--- src/rtl/mem_ctrl.sv ---
// Memory controller: arbitrates fetch, data-read and byte-write clients onto one byte-wide RAM/IO bus.
// Reads are serialised into byte cycles and reassembled little-endian; writes pass straight through.
module mem_ctrl #(
    parameter int unsigned ADDR_W = 32,
    parameter logic [1:0]  IO_SEL = 2'b11
) (
    input  logic              clk,
    input  logic              rst,
    input  logic              i_read_i,
    input  logic [ADDR_W-1:0] i_addr_i,
    output logic              i_r_wait_o,
    output logic              i_done_o,
    output logic [31:0]       i_data_o,
    input  logic              d_read_i,
    input  logic [2:0]        d_len_i,
    input  logic              d_sign_i,
    input  logic [ADDR_W-1:0] d_addr_i,
    output logic              d_r_wait_o,
    output logic              d_r_done_o,
    output logic [31:0]       d_r_data_o,
    input  logic              w_write_i,
    input  logic [ADDR_W-1:0] w_addr_i,
    input  logic [7:0]        w_data_i,
    output logic              w_wait_o,
    output logic              writting_o,
    input  logic [7:0]        mem_din,
    output logic [7:0]        mem_dout,
    output logic [ADDR_W-1:0] mem_a,
    output logic              mem_wr,
    input  logic              io_buffer_full
);

    localparam int unsigned DATA_W = 32;
    localparam int unsigned CNT_W  = 3;

    typedef enum logic {IDLE, READ} state_t;

    state_t             state;
    logic               cli_d;
    logic [ADDR_W-1:0]  base;
    logic [CNT_W-1:0]   len;
    logic               sign;
    logic [CNT_W-1:0]   cnt;
    logic [DATA_W-1:0]  asm_q;
    logic [DATA_W-1:0]  asm_next;
    logic [DATA_W-1:0]  result;
    logic               busy;
    logic               io_blocked;
    logic               w_go;
    logic               d_go;
    logic               i_go;

    // Arbitration: write > data read > fetch; everything stalls while a read is in flight.
    assign busy       = (state == READ);
    assign io_blocked = (w_addr_i[17:16] == IO_SEL) && io_buffer_full;
    assign w_wait_o   = rst | busy | io_blocked;
    assign d_r_wait_o = rst | busy | w_write_i;
    assign i_r_wait_o = rst | busy | w_write_i | d_read_i;
    assign w_go       = w_write_i & ~w_wait_o;
    assign d_go       = d_read_i & ~d_r_wait_o;
    assign i_go       = i_read_i & ~i_r_wait_o;

    // Bus drive: accepted write passes through, otherwise the read address phase.
    always_comb begin
        mem_wr     = 1'b0;
        mem_a      = '0;
        mem_dout   = '0;
        writting_o = 1'b0;
        if (w_go) begin
            mem_wr     = 1'b1;
            mem_a      = w_addr_i;
            mem_dout   = w_data_i;
            writting_o = 1'b1;
        end else if (busy && !rst && (cnt < len)) begin
            mem_a = base + ADDR_W'(cnt);
        end
    end

    // RAM latency is one cycle, so byte (cnt-1) is on mem_din now.
    always_comb begin
        asm_next = asm_q;
        case (cnt)
            3'd1:    asm_next[7:0]   = mem_din;
            3'd2:    asm_next[15:8]  = mem_din;
            3'd3:    asm_next[23:16] = mem_din;
            3'd4:    asm_next[31:24] = mem_din;
            default: ;
        endcase
    end

    always_comb begin
        result = asm_next;
        if (sign) begin
            if (len == 3'd1)      result[31:8]  = {24{asm_next[7]}};
            else if (len == 3'd2) result[31:16] = {16{asm_next[15]}};
        end
    end

    always_ff @(posedge clk) begin
        if (rst) begin
            state      <= IDLE;
            cli_d      <= 1'b0;
            base       <= '0;
            len        <= '0;
            sign       <= 1'b0;
            cnt        <= '0;
            asm_q      <= '0;
            i_done_o   <= 1'b0;
            d_r_done_o <= 1'b0;
            i_data_o   <= '0;
            d_r_data_o <= '0;
        end else begin
            i_done_o   <= 1'b0;
            d_r_done_o <= 1'b0;
            case (state)
                IDLE: begin
                    if (d_go) begin
                        state <= READ;
                        cli_d <= 1'b1;
                        base  <= d_addr_i;
                        len   <= (d_len_i == 3'd1 || d_len_i == 3'd2) ? d_len_i : 3'd4;
                        sign  <= d_sign_i;
                        cnt   <= '0;
                        asm_q <= '0;
                    end else if (i_go) begin
                        state <= READ;
                        cli_d <= 1'b0;
                        base  <= i_addr_i;
                        len   <= 3'd4;
                        sign  <= 1'b0;
                        cnt   <= '0;
                        asm_q <= '0;
                    end
                end
                READ: begin
                    asm_q <= asm_next;
                    cnt   <= cnt + 3'd1;
                    if (cnt == len) begin
                        state <= IDLE;
                        if (cli_d) begin
                            d_r_done_o <= 1'b1;
                            d_r_data_o <= result;
                        end else begin
                            i_done_o <= 1'b1;
                            i_data_o <= result;
                        end
                    end
                end
            endcase
        end
    end

endmodule
--- config.mk ---
export PLATFORM = sky130hd
export DESIGN_NAME = mem_ctrl
export DESIGN_NICKNAME = d
export VERILOG_FILES = /design/src/rtl/mem_ctrl.sv
export SDC_FILE = /design/constraint.sdc
export NUM_CORES = 1
export LEC_CHECK = 0
export CAP_MARGIN = 0
export CORE_ASPECT_RATIO = 0.6
export CORE_MARGIN = 5
export CORE_UTILIZATION = 42
export CTS_BUF_LIST = sky130_fd_sc_hd__clkbuf_16
export CTS_CLUSTER_DIAMETER = 100
export CTS_CLUSTER_SIZE = 14
export DETAILED_ROUTE_END_ITERATION = 7
export GPL_TIMING_DRIVEN = 0
export PLACE_DENSITY = 0.86
export SLEW_MARGIN = 30
export SYNTH_ARGS = -nofsm -noshare
export SYNTH_HDL_FRONTEND = slang
export SYNTH_SLANG_ARGS = --single-unit
--- constraint.sdc ---
create_clock -name clk -period 3.06 [get_ports clk]
set_clock_uncertainty 0.2 [all_clocks]
set_input_delay 0.612 -clock clk [delete_from_list [all_inputs] [get_ports clk]]
set_output_delay 0.612 -clock clk [all_outputs]
set_load 0.01 [all_outputs]
## Word level (Yosys, flattened, before mapping)

Index checks and enable logic that the tools add are counted.

| word-level totals | value |
|---|---|
| word-level logic and storage cells | 80 |
| input bits | 122 |
| output and inout bits | 111 |
| flip-flop bits (word level) | 139 |

| operators by class | value |
|---|---|
| reduce and logical (&&, ||, !) cells | 10 |
| $lt $le $gt $ge | 1 |
| equality and inequality tests | 11 |
| $add $sub $neg | 2 |
| mux-type cells | 32 |
| bitwise gates (word level) | 13 |

Operators with widths:

| kind | number |
|---|---|
| two-way mux 32 bit | 6 |
| one-hot mux 32 bit (2 select lines) | 1 |
| two-way mux 8 bit | 6 |
| adder 32 x 3 -> 32 bit | 1 |
| two-way mux 16 bit | 2 |
| two-way mux 24 bit | 1 |
| two-way mux 3 bit | 5 |
| == test 3 x 2 -> 1 bit (second input constant) | 4 |
| == test 3 x 1 -> 1 bit (second input constant) | 3 |
| two-way mux 1 bit | 9 |
| inverter 1 bit | 6 |
| one-hot mux 3 bit (2 select lines) | 1 |
| AND reduction 3 bit | 2 |
| bitwise OR 1 bit | 4 |
| adder 3 x 1 -> 3 bit (second input constant) | 1 |
| bitwise AND 1 bit | 3 |
| == test 3 bit | 1 |
| == test 3 bit (second input constant) | 1 |
| logical AND 1 bit | 3 |
| < comparator 3 bit | 1 |
| != test 3 bit (second input constant) | 1 |
| OR reduction 3 bit | 1 |
| == test 2 bit (second input constant) | 1 |
| one-hot mux 1 bit (2 select lines) | 1 |
| 4 further kinds | 4 |

## Depth between registers and ports, before layout

Gate-level depths: netlist of run 1.

| logic depth | value |
|---|---|
| depth in word-level cells | 8 |
| mapped depth | 8 |
| depth with buffers taken out | 8 |

## Worst setup path before layout of run 1

No wires, ideal clock.

| path | value |
|---|---|
| path kind | reg-to-output |
| start point | register cnt[0] |
| end point | output mem_a[30] |
| setup slack | -0.116 ns |
| data arrival time | 2.364 ns |
| required time | 2.248 ns |
| buffers on the path | 0 |
| cell stages (with the launch flop) | 9 |
| path through | dfxtp_1 ha_1 inv_1 fa_1 nand2b_1 a2111oi_1 nand4_1 xor2_1 o21ai_0 |

| between the ends | value |
|---|---|
| cells in the longest elaborated chain, start to end | 4 |
| elaborated cells between the ends (all ways) | 5 |
| those cells by class | add/sub: 1; order compare: 1; mux: 2; reduce/logical: 1 |

RTL lines:

| what | RTL line | source |
|---|---|---|
| start, declared | 43 | `logic [CNT_W-1:0] cnt;` |
| start signal, assigned | 137 | `cnt <= cnt + 3'd1;` |
| parallel branches: the longest is 2 deep, another holds adder 32 x 3 -> 32 bit | - |  |
| two-way mux 32 bit * | 74 | `end else if (busy && !rst && (cnt < len)) begin` |
| two-way mux 32 bit * | 69 | `if (w_go) begin` |
| end, declared | 28 | `output logic [ADDR_W-1:0] mem_a,` |

Every way passes the cells marked *.

## Worst setup path after layout of run 1

| path | value |
|---|---|
| start point | register cnt[0] |
| end point | output mem_a[10] |

The elaborated chain is that of the path after synthesis.

==> results of run 1 <==
cell usage in the layout (no fill, tap or decap), drive strengths merged, types with 5 or more instances in the layout:
| cell | count |
|---|---|
| clkdlybuf4s50 | 191 |
| dfxtp | 139 |
| nor2 | 127 |
| nand2 | 108 |
| buf | 73 |
| a211oi | 68 |
| clkbuf | 63 |
| mux2i | 44 |
| o21ai | 37 |
| a22oi | 34 |
| a21oi | 32 |
| xnor2 | 18 |
| nor3 | 18 |
| inv | 17 |
| mux2 | 14 |
| xor2 | 13 |
| and2 | 12 |
| nand4 | 11 |
| ha | 11 |
| a31oi | 9 |
| a2111oi | 9 |
| nand3 | 9 |
| o21bai | 8 |
| dlygate4sd2 | 8 |
| nand2b | 7 |
| a221oi | 6 |
| nor4 | 6 |
| clkinv | 6 |
| nor2b | 5 |
| and3 | 5 |
report_power, final:
part	leakage, nW	switching, mW	internal, mW
Sequential	1.14	0.0688	1.88
Clock	0.273	0.810	1.18
Combinational	2.45	0.349	0.352
cell usage after synthesis, types with 2 or more instances:
cell type / n
o21bai_1: 8
dfxtp_1: 139
o21ai_1: 9
and3_1: 5
buf_1: 4
and2_1: 12
o21ai_2: 2
mux2i_1: 44
nor4_1: 3
and4_1: 4
ha_1: 11
nor2b_1: 5
nand4_1: 10
a31oi_1: 9
a221oi_1: 6
a2111oi_0: 8
o21ai_0: 26
nor2_1: 127
nor3_1: 17
nor4_2: 2
buf_2: 9
nand2_1: 108
a211oi_1: 68
inv_1: 14
mux2_2: 14
o311a_1: 2
buf_4: 5
a22oi_1: 34
xnor2_1: 18
a21oi_1: 32
xor2_1: 13
clkbuf_1: 45
nand3_1: 9
nand2b_1: 7
worst min-delay path, stage by stage (launching register included):
cell and delay [ns]:
dfxtp_1 0.31, nand2_1 0.05, a21oi_1 0.06
cell families after synthesis:
logic type,synth area share
simple gates,0.2070
compound gates,0.2025
flops,0.3976
buf+inv,0.04612
mux,0.08545
xor+xnor,0.03879
fa+ha+maj,0.02252
layer usage:
layer  vias up  track usage
met2       409       0.3713
met1      3675       0.3894
met3        33      0.07055
met5         -            0
met4         0      0.04857
li1       3562            -
repair_timing:
item,4_1_cts,5_1_grt
pin swaps,23,17
setup buffers,21,7
cloned,0,0
gates resized for setup,237,51
endpoints found under the setup margin,41,49
final cells by class:
class                   instances  area (µm²)
clock inverters                13       131.4
plain buffers                  60       326.6
flip-flops and latches        139        2830
well taps                     228       285.3
multi-input cells             628        4209
clock buffers                  17       425.4
repair buffers                258        2386
fillers                      1362        5655
inverters                      15       56.30
worst max-delay path by stage:
stage               slack, ns   endpoint  cells past startpoint
finish                  -0.29  mem_a[10]                     11
global route            -0.40  mem_a[30]                     10
CTS                     -0.27  mem_a[26]                     10
detailed placement      -0.84  mem_a[26]                      9
global placement        -0.82  mem_a[26]                      9
floorplan                0.01  mem_a[30]                      8
registers in the layout, summed over array words and instances (netlist names):
name and count:
asm_q 32, base 32, busy 1, cli_d 1, cnt 3, d_r_data_o 32
d_r_done_o 1, i_data_o 32, i_done_o 1, len 3, sign 1
==> impl_metrics.toml, run 1 <==
[critical_path]
crit_path_max_incr_delay_ns = 0.40
slowest_stage = "fa_2"
reg2reg_from = "len[2]"
end_kind = "output pin"
criticalPathCategory = "reg -> out"
crit_fanout = 4
cp_cell_sequence = "ha_4 -> inv_2 -> fa_2 -> nand2b_4 -> a21oi_4 -> buf_12 -> buf_4 -> nand4_1 -> xor2_1 -> o21ai_1 -> buf_2"
cp_data_required_time_ns = 2.25
crit_buf_inv = 4
crit_path_start_kind = "flop"
r2r_slack_ns = 0.26
cp-startpoint = "cnt[0]"
path_delay_family = "adder cells"
cp_data_arrival_time_ns = 2.54
timing.rr.end = "i_data_o[31]"
reg2regPathDepth = 8

[placement]
dp_cells = 1303
dpl_cell_area_um2 = 9598
io_buffers = 230
gp_congestion = 0.9501
place_hpwl_um = 19990
pre_cts_slack_ns = -0.8436

[grt]
grt_usage = 0.2587
grt_pass1_vias = 7159
antenna_found_initial = 0
grt_pass1_wl_um = 39490
overflow = 0
grt_max_degree = 17

[sta]
fin_ws_ns = -0.2887
hold_ws_ns = 0.2641
finalCriticalPeriod_ns = 3.349
slew_headroom = 0.4870
finalSetupViolCount = 16
tns_ns = -2.443
worst_pin_slew_ns = 0.7481
slew_viol_final = 0
rsz0062_at_grt = "yes"
post-route-period-util = 1.094
timing.fmax_mhz = 298.6
hold_viol = 0

[final_layout]
synthToLayoutAreaGrowth_pct = 52.16
instances_no_fill = 1358
fin_area_um2 = 10650
final_util = 0.6532
drive_gt1_frac = 0.1743
n_antenna_cell = 0
nNetsFinal = 1253

[die]
die_w_um = 176.7
die_h_um = 110.0
coreArea_um2 = 16310
design.die.area_um2 = 19430
rows = 36
initial_core_util = 0.4293
ios = 233

[yosys]
synth_seq_cells = 139
syn-cell-area_um2 = 6999
netlist.top_cell.by_area = "dfxtp_1"
synthCells = 845
syn_avg_cell_area_um2 = 8.283
synth_warnings = 0
synth_top_area_frac = 0.3976
synth_cell_types = 50
ys.flop_type = "dfxtp_1"
synth_seq_area_share = 0.3976
async_reset_ff_frac = 0
ys_top_cells_by_area = "dfxtp_1 (40%), a211oi_1 (7.3%), nor2_1 (6.8%)"
synth_fp_nets = 979
synth_edf_count = 0

[power]
p_per_area_nw_per_um2 = 435.5
vdd_drop_max_v = 0.0003616
power_mw = 4.639
leakage_nw = 3.862

[detailed_routing]
drtPass1Iterations = 8
wl_met3_um = 2699
route.met2.wl_um = 11270
wl_per_cell_um = 19.77
dr.max_layer_used = "met4"
m1WireLength_um = 12600
wirelength_um = 26850
route.detailed.drc = 0
vias_per_cell = 5.655
final_antenna_net_count = 0
drtIter0Drc = 916
vias = 7679

[clocking]
cts.sinks = 139
cts.clk_slew.worst_paths_ns = 0.06
hold_buffers = 0
cts_inserted_buffers = 17
clock_latency_ns = 0.42
cts_tree = "built"
htree_levels = 4
cts_buffer_depth = 2
clock-root-buffer = "clkbuf_16"

[min_path]
min-delay-start = "d_r_data_o[13]"
whs_path_depth = 2
worstHoldEndpoint = "d_r_data_o[13]"
hp-class = "reg -> reg"

[outcome]
status = "complete, but fails checks"
violations = "negative setup slack"

[run]
drv_cap = 0
Power figures use the tool's default switching activity.
==> run 2, diff against run 1 <==
Settings changed: ABC_CLOCK_PERIOD_IN_PS from default to 3060.
==> results of run 2 <==
No change in the layout: final DEF, timing and power equal those of run 1.
==> run 3, diff against run 2 <==
Settings changed: CAP_MARGIN 0 to 20, CTS_CLUSTER_DIAMETER 100 to 50.
==> results of run 3 <==
No change in the layout: final DEF, timing and power equal those of run 1.
